## config.mk

```make
export PLATFORM = sky130hd
export DESIGN_NAME = switch_reader
export DESIGN_NICKNAME = d
export VERILOG_FILES = /design/src/rtl/switch_reader_pkg.sv /design/src/rtl/switch_reader_debounce.sv /design/src/rtl/switch_reader.sv
export SDC_FILE = /design/constraint.sdc
export NUM_CORES = 1
export LEC_CHECK = 0
export ABC_AREA = 1
export CAP_MARGIN = 20
export CORE_MARGIN = 1.5
export CORE_UTILIZATION = 31
export CTS_CLUSTER_SIZE = 30
export DETAILED_ROUTE_END_ITERATION = 16
export MAX_ROUTING_LAYER = met4
export PLACE_DENSITY = 0.46
export SYNTH_ARGS = -nofsm -noshare
export SYNTH_HDL_FRONTEND = slang
export SYNTH_HIERARCHICAL = 1
export SYNTH_SLANG_ARGS = --single-unit
export TNS_END_PERCENT = 10
```

## constraint.sdc

```tcl
create_clock -name clk_i -period 5.9 [get_ports clk_i]
set_clock_uncertainty 0.2 [all_clocks]
set_input_delay 1.18 -clock clk_i [delete_from_list [all_inputs] [get_ports clk_i]]
set_output_delay 1.18 -clock clk_i [all_outputs]
set_load 0.02 [all_outputs]
```

## src/rtl/switch_reader_pkg.sv

```systemverilog
// Shared constants for the switch reader: LED mode codes and default timing.
package switch_reader_pkg;

    localparam logic [1:0] MODE_SHR = 2'b00;
    localparam logic [1:0] MODE_CNT = 2'b01;
    localparam logic [1:0] MODE_ALT = 2'b10;
    localparam logic [1:0] MODE_RSV = 2'b11;

    // 10 ms debounce and 0.5 s pattern step at 50 MHz
    localparam int DB_CYCLES_DEF   = 500000;
    localparam int TICK_CYCLES_DEF = 25000000;

    // The reserved code never reaches the LED pattern block
    function automatic logic mode_legal(input logic [1:0] code);
        return code != MODE_RSV;
    endfunction

endpackage

```

## src/rtl/switch_reader_debounce.sv

```systemverilog
// Two-flop synchroniser followed by a stable-value debouncer.
// The input vector is compared as a whole: any change of the synchronised
// value restarts the count, so only a value held for DB_CYCLES consecutive
// cycles is accepted. stable_d_o exposes the next stable value so the parent
// can react in the same cycle the stable value updates.
module debounce
    import switch_reader_pkg::*;
#(
    parameter int WIDTH     = 1,
    parameter int DB_CYCLES = DB_CYCLES_DEF
) (
    input  logic             clk_i,
    input  logic             reset_ni,
    input  logic [WIDTH-1:0] raw_i,
    output logic [WIDTH-1:0] stable_o,
    output logic [WIDTH-1:0] stable_d_o
);

    localparam int CW = (DB_CYCLES > 1) ? $clog2(DB_CYCLES) : 1;
    localparam logic [CW-1:0] CNT_LAST = CW'(DB_CYCLES - 1);

    logic [WIDTH-1:0] sync1_q;
    logic [WIDTH-1:0] sync2_q;
    logic [WIDTH-1:0] prev_q;
    logic [WIDTH-1:0] stable_q;
    logic [WIDTH-1:0] stable_d;
    logic [CW-1:0]    cnt_q;
    logic [CW-1:0]    cnt_d;
    logic [CW-1:0]    run_len;

    // Count consecutive cycles of one differing value; accept it on the last
    always_comb begin
        stable_d = stable_q;
        cnt_d    = '0;
        run_len  = '0;
        if (sync2_q != stable_q) begin
            run_len = (sync2_q != prev_q) ? '0 : cnt_q;
            if (run_len == CNT_LAST) begin
                stable_d = sync2_q;
            end else begin
                cnt_d = run_len + CW'(1);
            end
        end
    end

    // Synchroniser, change detector and debounce state
    always_ff @(posedge clk_i or negedge reset_ni) begin
        if (!reset_ni) begin
            sync1_q  <= '0;
            sync2_q  <= '0;
            prev_q   <= '0;
            stable_q <= '0;
            cnt_q    <= '0;
        end else begin
            sync1_q  <= raw_i;
            sync2_q  <= sync1_q;
            prev_q   <= sync2_q;
            stable_q <= stable_d;
            cnt_q    <= cnt_d;
        end
    end

    assign stable_o   = stable_q;
    assign stable_d_o = stable_d;

endmodule

```

## src/rtl/switch_reader.sv

```systemverilog
// Switch/button front end for the LED pattern block: debounces the mode
// switches and run/pause button, holds the mode and run state, and produces
// the pattern step enable.
module switch_reader
    import switch_reader_pkg::*;
#(
    parameter int DB_CYCLES   = DB_CYCLES_DEF,
    parameter int TICK_CYCLES = TICK_CYCLES_DEF
) (
    input  logic       clk_i,
    input  logic       reset_ni,
    input  logic [1:0] sw_raw_i,
    input  logic       btn_raw_i,
    output logic [1:0] mode_o,
    output logic       mode_chg_o,
    output logic       sw_illegal_o,
    output logic       run_o,
    output logic       btn_press_o,
    output logic       step_tick_o
);

    localparam int TW = (TICK_CYCLES > 1) ? $clog2(TICK_CYCLES) : 1;
    localparam logic [TW-1:0] TICK_LAST = TW'(TICK_CYCLES - 1);

    logic [1:0]    sw_stable;
    logic [1:0]    sw_stable_d;
    logic          btn_stable;
    logic          btn_stable_d;

    logic [1:0]    mode_q;
    logic [1:0]    mode_d;
    logic          mode_chg_q;
    logic          mode_chg_d;
    logic          btn_press_q;
    logic          btn_press_d;
    logic          run_q;
    logic          run_d;
    logic [TW-1:0] tick_cnt_q;
    logic [TW-1:0] tick_cnt_d;
    logic          tick_wrap;

    debounce #(
        .WIDTH     (2),
        .DB_CYCLES (DB_CYCLES)
    ) u_db_sw (
        .clk_i      (clk_i),
        .reset_ni   (reset_ni),
        .raw_i      (sw_raw_i),
        .stable_o   (sw_stable),
        .stable_d_o (sw_stable_d)
    );

    debounce #(
        .WIDTH     (1),
        .DB_CYCLES (DB_CYCLES)
    ) u_db_btn (
        .clk_i      (clk_i),
        .reset_ni   (reset_ni),
        .raw_i      (btn_raw_i),
        .stable_o   (btn_stable),
        .stable_d_o (btn_stable_d)
    );

    // Load a new legal mode in the same edge the debounced switches settle
    always_comb begin
        mode_d     = mode_q;
        mode_chg_d = 1'b0;
        if (mode_legal(sw_stable_d) && (sw_stable_d != mode_q)) begin
            mode_d     = sw_stable_d;
            mode_chg_d = 1'b1;
        end
    end

    assign btn_press_d = btn_stable_d & ~btn_stable;

    // run flips after the press cycle, so a press never cancels the tick it meets
    assign run_d = run_q ^ btn_press_q;

    assign tick_wrap = run_q && (tick_cnt_q == TICK_LAST);

    // Step counter: a mode change restarts the pattern period from zero
    always_comb begin
        tick_cnt_d = tick_cnt_q;
        if (mode_chg_q) begin
            tick_cnt_d = '0;
        end else if (run_q) begin
            tick_cnt_d = (tick_cnt_q == TICK_LAST) ? '0 : tick_cnt_q + TW'(1);
        end
    end

    // Mode, run and step state
    always_ff @(posedge clk_i or negedge reset_ni) begin
        if (!reset_ni) begin
            mode_q      <= MODE_SHR;
            mode_chg_q  <= 1'b0;
            btn_press_q <= 1'b0;
            run_q       <= 1'b1;
            tick_cnt_q  <= '0;
        end else begin
            mode_q      <= mode_d;
            mode_chg_q  <= mode_chg_d;
            btn_press_q <= btn_press_d;
            run_q       <= run_d;
            tick_cnt_q  <= tick_cnt_d;
        end
    end

    assign mode_o       = mode_q;
    assign mode_chg_o   = mode_chg_q;
    assign sw_illegal_o = (sw_stable == MODE_RSV);
    assign run_o        = run_q;
    assign btn_press_o  = btn_press_q;
    assign step_tick_o  = tick_wrap & ~mode_chg_q;

endmodule

```

### Yosys cells after proc, flatten, opt, wreduce, memory -nomap -nowiden

Index checks and enable logic that the tools add are counted.

* flip-flop bits (word level): 80
* latch bits: 0
* RAM bits: 0
* bits in read-only memories: 0
* output and inout port bits: 7
* memories: 0

* $add $sub $neg: 3
* $mul: 0
* divide/modulo/power cells: 0
* magnitude comparators: 0
* equality and inequality tests: 10
* shift-type cells: 0
* muxes and demuxes: 14
* bitwise operators: 5
* reduce and logical (&&, ||, !) cells: 3

Operators by type and width (number)
* 19-bit two-way mux: 6
* 25-bit two-way mux: 3
* 19-bit by 1-bit adder with 19-bit output (second input constant): 2
* 19-bit equality test (second input constant): 2
* 25-bit by 1-bit adder with 25-bit output (second input constant): 1
* 25-bit equality test (second input constant): 1
* 2-bit inequality test: 3
* 2-bit two-way mux: 2
* 1-bit two-way mux: 3
* 1-bit AND: 2
* 2-bit equality test (second input constant): 1
* 1-bit logical AND: 2
* 1-bit inequality test: 2
* 2-bit inequality test (second input constant): 1
* 1-bit inverter: 2
* 2-bit nonzero test: 1
* 1-bit bitwise XOR: 1

### Longest topological paths before layout

Gate-level depths: netlist of the first run.

* depth in word-level cells: 8
* gate-level depth with buffers: 15
* mapped depth without buffers: 15

### Modules after synthesis

The synthesis of the first run kept the hierarchy.

By module, submodules not included
* switch_reader: times used 1, cells an instance 254, area each 1793.0 um2, sequential area each 752.0 um2
* debounce at u_db_sw: times used 1, cells an instance 217, area each 1717.9 um2, sequential area each 675.6 um2
* debounce at u_db_btn: times used 1, cells an instance 195, area each 1463.9 um2, sequential area each 575.6 um2

### Least setup slack after synthesis of the first run

OpenSTA, ideal clock, no wires.

* path type: reg-to-reg
* from: register u_db_sw.sync2_q[0]
* to: register mode_chg_q, in the netlist mode_chg_o
* setup time: 0.142 ns
* arrival: 2.325 ns
* setup slack: 3.233 ns
* stages on the path, launching flop included: 14
* path buffers: 0
* period minus slack after synthesis: 2.667 ns
* cells stage by stage: dfrtp_1 xnor2_2 nand2_2 nor2_1 ha_1 nand4_1 nor2_1 nand2_1 nor2_4 nand2_1 o21ai_0 a21oi_1 a21oi_1 o22ai_1

* cells in the longest elaborated chain, start to end: 8
* elaborated cells on any way between the ends: 10
* classes of those cells: eq/ne: 5; mux: 4; reduce/logical: 1

RTL lines
* start, declared: line switch_reader_debounce.sv:23 `logic [WIDTH-1:0] sync2_q;`
* start signal, assigned: line switch_reader_debounce.sv:56 `sync2_q <= sync1_q;`
* 2-bit inequality test: line switch_reader_debounce.sv:37 `run_len = (sync2_q != prev_q) ? '0 : cnt_q;`
* 19-bit two-way mux: line switch_reader_debounce.sv:37
* 19-bit equality test: line switch_reader_debounce.sv:38 `if (run_len == CNT_LAST) begin`
* 2-bit two-way mux: line switch_reader_debounce.sv:38
* 2-bit two-way mux (*): line switch_reader_debounce.sv:36 `if (sync2_q != stable_q) begin`
* via sw_stable_d[1]: line switch_reader.sv:26 `logic [1:0] sw_stable_d;`
* 2-bit inequality test, on equally long branches: line switch_reader_pkg.sv:15, switch_reader.sv:68
* 1-bit logical AND (*): line switch_reader.sv:68 `if (mode_legal(sw_stable_d) && (sw_stable_d != mode_q)) begin`
* 1-bit two-way mux (*): line switch_reader.sv:68
* via mode_chg_d: line switch_reader.sv:33 `logic mode_chg_d;`
* end signal, assigned: line switch_reader.sv:101 `mode_chg_q <= mode_chg_d;`
* end, declared: line switch_reader.sv:32 `logic mode_chg_q;`

Mark *: on every way through the listed nets, which the timed path passes. The rest lies on a longest branch.
A chain may end at the register's enable or synchronous reset.

### Worst setup path after layout of the first run

Same ends and word-level chain as after synthesis.

==> key figures, run 1 <==
Run status
  • Status: completed

CTS
  • Cts bufs inserted: 9
  • CTS tree: built
  • Hold buffers post-CTS: 0
  • H-tree depth: 3
  • Postcts setup bufs: 0
  • Clk_lat worst skew: 0.34 ns
  • Post_cts resized: 0
  • Register clock-pin slew on the reported worst setup and hold paths: 0.06 ns
  • Clk buf depth: 2
  • Clock Sinks: 80
  • CTS root buf: clkbuf_16

Cells and area
  • Fin util: 0.353
  • Layout area overhead: 12.0%
  • Final std cells w/o fill: 901
  • Nets: 689
  • Fill count: 1705
  • Fraction of layout cells with a size suffix above 1: 0.155
  • # diodes: 0

Power and ir drop
  • Sequential Power Share: 0.473
  • Sw Share: 0.235
  • Clk pwr share: 0.482
  • P_int: between 0.9 and 1 mW
  • Pwr/cell area: 212 nW/um^2
  • Pleak: approximately 2.4 nW
  • Comb power frac: 0.045
  • Max VDD drop: between 0.15 and 0.2 mV
  • Sw power: 0.278 mW

Floorplan
  • Row cnt: 46
  • Die Ht: 130 um
  • Area of the die: 16800 um^2
  • Number of I/O pins: 12
  • Initial Util: 0.315
  • Core ar.: 15800 um^2
  • DIE WIDTH: about 130 um

Setup path
  • Reg-to-reg critical path endpoint: mode_chg_o$_DFF_PN0_
  • R2R Setup Slk: 2.17 ns
  • CP Capture Type: flop
  • Reg-to-reg critical path startpoint: u_db_sw/sync2_q[0]$_DFF_PN0_
  • Critical Path Start: u_db_sw/sync2_q[0]$_DFF_PN0_
  • Worst EP arrival: 3.73 ns
  • CP required: 5.90 ns
  • CP startpoint kind: flop
  • Critical path type: reg2reg
  • Register-to-Register Path Depth: 13
  • CP endpoint: mode_chg_o$_DFF_PN0_
  • Crit Path Max Fanout: 13

Synthesis
  • Top cell type by total area after synthesis: dfrtp_1
  • Post-Syn Nets: 674
  • Synth top area share: 0.397
  • Top cells by area, synth: dfrtp_1, nand2_1, nor2_1, inv_1, nand3_1
  • Mux share of post-synthesis cell area: 0
  • Synth Area in Simple Gates: 0.419
  • Yosys reg bits: 80
  • Compound-cell area share of the yosys netlist: 0.0375
  • Synthesis Warnings: 6
  • Post-synth cell types: 41
  • Register area share after synthesis: 0.403
  • Largest family of logic cells by synthesized area: simple AND/OR/NAND/NOR gates
  • Post-Syn Area: 4970 um^2
  • Synth Area in XOR/XNOR: 0.0508
  • Syn Inst Count: 666
  • Synthesized area per cell: 7.47 um^2
  • Area share of fa/ha/maj cells after synthesis: 0.00755

STA
  • Fin. max-slew vios: 0
  • Worst-Margin Slew: 0.946 ns
  • Hold Fails Final Rpt: 0
  • Final min period: 3.73 ns
  • Tcrit/Tclk final: 0.632
  • Max-slew headroom: 0.367
  • Setup TNS: 0 ns
  • RSZ-0062 raised after global routing: no
  • Setup-failing EPs final: 0
  • Max Clk Rate: between 200 and 300 MHz

Placed design
  • Placed cells: about 890
  • GP Congestion: 0.880
  • Port buffer count: 11
  • HPWL after detailed placement: 8300 um

Hold path
  • Hold Path Class: reg2reg
  • HP Start: u_db_btn/sync1_q$_DFF_PN0_

Drt
  • Antenna-violating nets left: 0
  • WL final: 11500 um
  • Via count: 4103
  • DRT iter0 DRCs: 257
  • Residual DRC: 0
  • Via-per-instance ratio: between 4 and 5
  • WL/cell: 12.8 um
  • DR pass1 iterations: 4

Global routing
  • Vias in the first global route: 4064
  • Remaining global-route overflow: 0
  • Initial antenna violation count: 0
  • GRT Resource Usage Total: 0.157
  • First-pass GRT wire length: roughly 20000 um
  • Pin count of the biggest net entering global routing: 50

Run
  • Max-cap violations: 0
==> routing by layer <==
layer	share of wire	GRT usage	vias up
met3	0.030	0.0334	16
met5	0	-	-
met1	0.49	0.200	1907
met2	0.46	0.248	64
li1	-	-	2116
met4	0.018	0.0542	0
==> flip-flops by register name (all words and copies together) (netlist names), 2 cells and up <==
signal	cells
u_db_sw/stable_o	2
u_db_sw/cnt_q	19
mode_o	2
u_db_btn/cnt_q	19
u_db_sw/sync1_q	2
u_db_sw/sync2_q	2
tick_cnt_q	25
u_db_sw/prev_q	2
==> power groups by stage <==
stage | combinational (mW) | clock [mW] | sequential (mW)
6_report | 0.0533 | 0.569 | 0.559
5_1_grt | 0.0612 | 0.610 | 0.559
4_1_cts | 0.0554 | 0.590 | 0.559
3_5_place_dp | 0.0552 | 0 | 0.569
3_3_place_gp | 0.0547 | 0 | 0.569
2_1_floorplan | 0.0373 | 0 | 0.568
==> metrics by stage <==
stage	cell area [um^2]	worst slack, ns	total power, mW	hold WS, ns
CTS	5570	2.20	1.20	0.155
floorplan	4970	3.23	0.605	0.131
global placement	5280	2.32	0.623	0.137
detailed placement	5280	2.19	0.624	0.140
global route	5570	1.84	1.23	0.167
finish	5570	2.17	1.18	0.153
==> layout make-up <==
class | instances | area [um^2] | share of cell area
Clock inverter | 3 | 42.5 | 0.00763
Timing Repair Buffer | 12 | 115 | 0.0207
Inverter | 88 | 335 | 0.0602
Sequential cell | 80 | 2000 | 0.359
Tap cell | 216 | 270 | 0.0485
Clock buffer | 12 | 246 | 0.0442
Multi-Input combinational cell | 490 | 2560 | 0.459
==> cells by family after synthesis <==
group,after synthesis
adder cells (fa/ha/maj),3
AO/OA/AOI/OAI,33
AND/OR/NAND/NOR,426
XOR/XNOR,28
buffers and inverters,96
flip-flops,80
==> worst min path at each step <==
stage | to | slack, ns | cells past startpoint
3_5_place_dp | u_db_sw/sync2_q[1]$_DFF_PN0_ | 0.14 | 0
6_report | u_db_btn/sync2_q$_DFF_PN0_ | 0.15 | 0
2_1_floorplan | u_db_btn/sync2_q$_DFF_PN0_ | 0.13 | 0
4_1_cts | u_db_btn/sync2_q$_DFF_PN0_ | 0.16 | 0
3_3_place_gp | u_db_btn/sync2_q$_DFF_PN0_ | 0.14 | 0
5_1_grt | u_db_btn/sync2_q$_DFF_PN0_ | 0.17 | 0
==> worst max-delay path: stages (launching register included) <==
cell,delay (ns)
dfrtp_1,0.46
xnor2_2,0.78
nand2_2,0.30
nor2_1,0.25
ha_1,0.24
nand4_1,0.10
nor2_1,0.26
nand2_1,0.18
nor2_4,0.21
nand2_1,0.06
o21ai_0,0.16
a21oi_1,0.15
a21oi_1,0.14
o22ai_1,0.08
==> cell usage in the layout, fill, tap and decap left out, types with 4 or more instances in the layout <==
cell	instances
clkdlybuf4s50_1	10
nand3_1	43
nand3_2	9
xnor2_1	9
a21oi_1	9
nor2_2	33
clkbuf_16	9
nor3_1	9
inv_1	79
nand2_1	155
xor2_1	18
dfrtp_1	79
inv_2	7
nor2_1	120
nor2_4	10
o21ai_0	15
nand4_1	15
nand4_2	4
nand2_2	17
==> cell usage after synthesis <==
library cell and number:
buf_12 1, nor3_1 9, nand3b_2 1, o31ai_1 1
nand3b_1 3, nand2_4 1, o22ai_1 1, clkinv_1 1
buf_2 3, dfstp_2 1, buf_6 3, nand4_4 1
nand4_2 4, inv_6 1, nand2_1 155, o21a_1 1
ha_1 3, o21ai_0 15, a21boi_2 1, nand3_1 43
nand2_2 17, and2_1 1, o21bai_1 1, xnor2_2 1
a21oi_1 9, xor2_1 18, nand4_1 15, xnor2_1 9
inv_1 79, inv_2 7, nand3_4 3, and3_1 1
o21ai_2 1, dfrtp_1 79, o21ai_1 2, a211oi_1 1
nand3_2 9, nor2_4 10, nor2_2 33, buf_4 1
nor2_1 120
No activity file was read; power rests on OpenSTA's default activity.
==> inputs of run 2 (changes only) <==
--- a/config.mk
+++ b/config.mk
@@ -12,7 +12,7 @@
 export CTS_CLUSTER_SIZE = 30
 export DETAILED_ROUTE_END_ITERATION = 16
 export MAX_ROUTING_LAYER = met4
-export PLACE_DENSITY = 0.46
+export PLACE_DENSITY = 0.47
 export SYNTH_ARGS = -nofsm -noshare
 export SYNTH_HDL_FRONTEND = slang
 export SYNTH_HIERARCHICAL = 1
==> constraint.sdc (replaced) <==
create_clock -name clk_i -period 3.4 [get_ports clk_i]
set_clock_uncertainty 0.2 [all_clocks]
set_input_delay 0.68 -clock clk_i [delete_from_list [all_inputs] [get_ports clk_i]]
set_output_delay 0.68 -clock clk_i [all_outputs]
set_load 0.02 [all_outputs]
==> run 2 against run 1 <==
  * Hold slack lost 0.0031 ns
  * Register-to-register slack got worse by 1.8 ns
  * Design area rose by 0.92%
  * Sequential share of layout area decreased by 0.33 points
  * Global-route usage barely moved
  * Via count grew 0.39%
  * Fmax grew 25%
  * Setup slack worse by 1.8 ns
  * Core utilization up 0.33 points
  * Clock power grew 79%
  * Critical path type unchanged
  * Critical endpoint unchanged
  * Largest cell class unchanged
  * Largest power group unchanged
  * Highest routed layer unchanged
==> key figures, run 2 (synthesized netlist as in run 1, its figures left out) <==
CTS
  • Post_cts resized: 0 (unchanged)
  • Register clock-pin slew on the reported worst setup and hold paths: 0.06 ns (about the same)
  • Postcts setup bufs: 0 (unchanged)
  • CTS root buf: clkbuf_16 (unchanged)
  • CTS tree: built (unchanged)
  • Hold buffers post-CTS: 0 (unchanged)
  • H-tree depth: 3 (unchanged)
  • Cts bufs inserted: 9 (unchanged)
  • Clock Sinks: 80 (unchanged)
  • Clk_lat worst skew: 0.35 ns (was 0.34 ns)
  • Clk buf depth: 2 (unchanged)

Floorplan
  • Die Ht: 130 um (unchanged)
  • Core ar.: 15800 um^2 (unchanged)
  • Number of I/O pins: 12 (unchanged)
  • Initial Util: 0.315 (unchanged)
  • DIE WIDTH: 130 um (unchanged)
  • Row cnt: 46 (unchanged)
  • Area of the die: 16800 um^2 (unchanged)

Cells and area
  • Nets: 693 (was 689)
  • # diodes: 0 (unchanged)
  • Commonest non-fill, non-tap cell in the layout: nand2_1 (unchanged)
  • Multi-input logic area: 2560 um^2 (unchanged)
  • Most flops, register: tick_cnt_q (unchanged)
  • Regs by FF count: tick_cnt_q x25, u_db_btn/cnt_q x19, u_db_sw/cnt_q x19 (unchanged)
  • Layout area overhead: 13.1% (was 12.0%)
  • Fill count: 1724 (was 1705)
  • Most frequent cells in the layout: nand2_1, nor2_1, inv_1, dfrtp_1, nand3_1 (unchanged)
  • Sequential cell area: 2000 um^2 (unchanged)
  • Final std cells w/o fill: 906 (was 901)
  • Fraction of layout cells with a size suffix above 1: 0.164 (was 0.155)
  • Max reg flops: 25 (unchanged)

Drt
  • WL final: 11600 um (was 11500 um)
  • WL met1: 5630 um (about the same)
  • DR WL met3: 424 um (was 344 um)
  • WL/cell: 12.8 um (about the same)
  • Top Layer Used: met4 (unchanged)
  • Residual DRC: 0 (unchanged)
  • DR pass1 iterations: 5 (was 4)
  • Via count: 4119 (was 4103)
  • Met2 wire length: 5390 um (was 5350 um)
  • DRT iter0 DRCs: 210 (was 257)
  • Antenna-violating nets left: 0 (unchanged)
  • Via-per-instance ratio: 4.55 (about the same)

Setup path
  • CP required: 3.40 ns (was 5.90 ns)
  • Critical path type: reg2reg (unchanged)
  • CP Capture Type: flop (unchanged)
  • Critical Path Start: u_db_sw/sync2_q[0]$_DFF_PN0_ (unchanged)
  • Crit Path Max Fanout: 10 (was 13)
  • Worst EP arrival: 2.98 ns (was 3.73 ns)
  • Critical path's largest stage delay: 0.46 ns (was 0.78 ns)
  • Reg-to-reg critical path startpoint: u_db_sw/sync2_q[0]$_DFF_PN0_ (unchanged)
  • CP Cell Sequence: xnor2_2, nand2_2, nor2_1, ha_1, nand4_1, nor2_1, nand2_1, nor2_4, nand2_1, o21ai_0, a21oi_1, a21oi_1, o22ai_1 (unchanged)
  • CP startpoint kind: flop (unchanged)
  • Slowest CP cell: dfrtp_1 (was xnor2_2)
  • Register-to-Register Path Depth: 13 (unchanged)
  • Reg-to-reg critical path endpoint: mode_chg_o$_DFF_PN0_ (unchanged)
  • R2R Setup Slk: 0.42 ns (was 2.17 ns)
  • CP endpoint: mode_chg_o$_DFF_PN0_ (unchanged)

Hold path
  • Hold Path Class: reg2reg (unchanged)
  • Hold depth: 0 (unchanged)

STA
  • Worst-Margin Slew: 0.644 ns (was 0.946 ns)
  • Max-slew headroom: 0.571 (was 0.367)
  • RSZ-0062 raised after global routing: no (unchanged)
  • Setup-failing EPs final: 0 (unchanged)
  • Setup TNS: 0 ns (unchanged)
  • Max Clk Rate: 335 MHz (was 268 MHz)
  • Fin. max-slew vios: 0 (unchanged)
  • Final min period: 2.98 ns (was 3.73 ns)
  • Tcrit/Tclk final: 0.878 (was 0.632)
  • Hold Fails Final Rpt: 0 (unchanged)

Global routing
  • First-pass GRT wire length: 20000 um (was 19900 um)
  • Initial antenna violation count: 0 (unchanged)
  • GRT Resource Usage Total: 0.157 (about the same)
  • Remaining global-route overflow: 0 (unchanged)
  • Pin count of the biggest net entering global routing: 49 (was 50)
  • Vias in the first global route: 4078 (was 4064)

Placed design
  • Port buffer count: 11 (unchanged)
  • GP Congestion: 0.867 (was 0.880)
  • HPWL after detailed placement: 8410 um (was 8300 um)
  • Placed cells: 890 (was 886)

Power and ir drop
  • Total power: 2.09 mW (was 1.18 mW)
  • Max VDD drop: 0.275 mV (was 0.166 mV)
  • Pwr/cell area: 371 nW/um^2 (was 212 nW/um^2)
  • Pleak: 2.45 nW (was 2.42 nW)

Run
  • Max-cap violations: 0 (unchanged)

Run status
  • Status: completed (unchanged)
run 2: cell types whose count changed in the layout (fill, tap and decap cells not counted), moves of 2 or more:
| cell | previous run | this run |
|---|---|---|
| inv_6 | 1 | 4 |
| clkinv_4 | 0 | 2 |
| buf_4 | 2 | 6 |
| clkbuf_1 | 2 | 0 |
run 2: critical path: cells and delay by family, from the launching register on:
family          cells  cell delay [ns]
compound gates      4             0.57
xor+xnor            1             0.22
fa+ha+maj           1             0.24
flops               1             0.46
simple gates        7             1.16
run 2: metrics by stage:
stage	cell area [um^2]	hold WS, ns	setup slack, ns	util
finish	5620	0.149	0.416	0.357
global route	5620	0.162	0.134	0.357
CTS	5620	0.154	0.385	0.357
detailed placement	5310	0.137	0.412	0.337
global placement	5310	0.135	0.580	0.337
floorplan	4970	0.131	0.733	-
run 2: power by group:
part / total, mW / leakage [nW] / internal (mW) / switching, mW
logic: 0.0999 / 1.21 / 0.0236 / 0.0763
registers: 0.969 / 1.09 / 0.961 / 0.00784
clock network: 1.02 / 0.153 / 0.585 / 0.435
run 2: per-layer routing:
metal,up-vias,track usage
li1,2124,-
met1,1917,0.202
met2,66,0.247
met3,12,0.0384
met4,0,0.0444
met5,-,-
run 2: worst min-delay path by stage:
| stage | from | end |
|---|---|---|
| after floorplan | u_db_btn/sync1_q$_DFF_PN0_ | u_db_btn/sync2_q$_DFF_PN0_ |
| after global placement | u_db_sw/sync1_q[0]$_DFF_PN0_ | u_db_sw/sync2_q[0]$_DFF_PN0_ |
| after detailed placement | u_db_sw/sync1_q[0]$_DFF_PN0_ | u_db_sw/sync2_q[0]$_DFF_PN0_ |
| after CTS | u_db_sw/sync1_q[0]$_DFF_PN0_ | u_db_sw/sync2_q[0]$_DFF_PN0_ |
| after global routing | u_db_btn/sync1_q$_DFF_PN0_ | u_db_btn/sync2_q$_DFF_PN0_ |
| final | u_db_sw/sync1_q[0]$_DFF_PN0_ | u_db_sw/sync2_q[0]$_DFF_PN0_ |
run 2: area by class of cell:
class                   instances  share of cell area
clock buffers                   9              0.0400
clock inverters                 7              0.0151
inverters                      88              0.0596
multi-input cells             490               0.455
flip-flops and latches         80               0.356
well taps                     216              0.0481
repair buffers                 16              0.0258
==> inputs of run 3 (changes only) <==
--- a/config.mk
+++ b/config.mk
@@ -17,4 +17,3 @@
 export SYNTH_HDL_FRONTEND = slang
 export SYNTH_HIERARCHICAL = 1
 export SYNTH_SLANG_ARGS = --single-unit
-export TNS_END_PERCENT = 10
==> results of run 3 <==
Same layout as run 2: the final DEF is identical, and so are final timing and power.
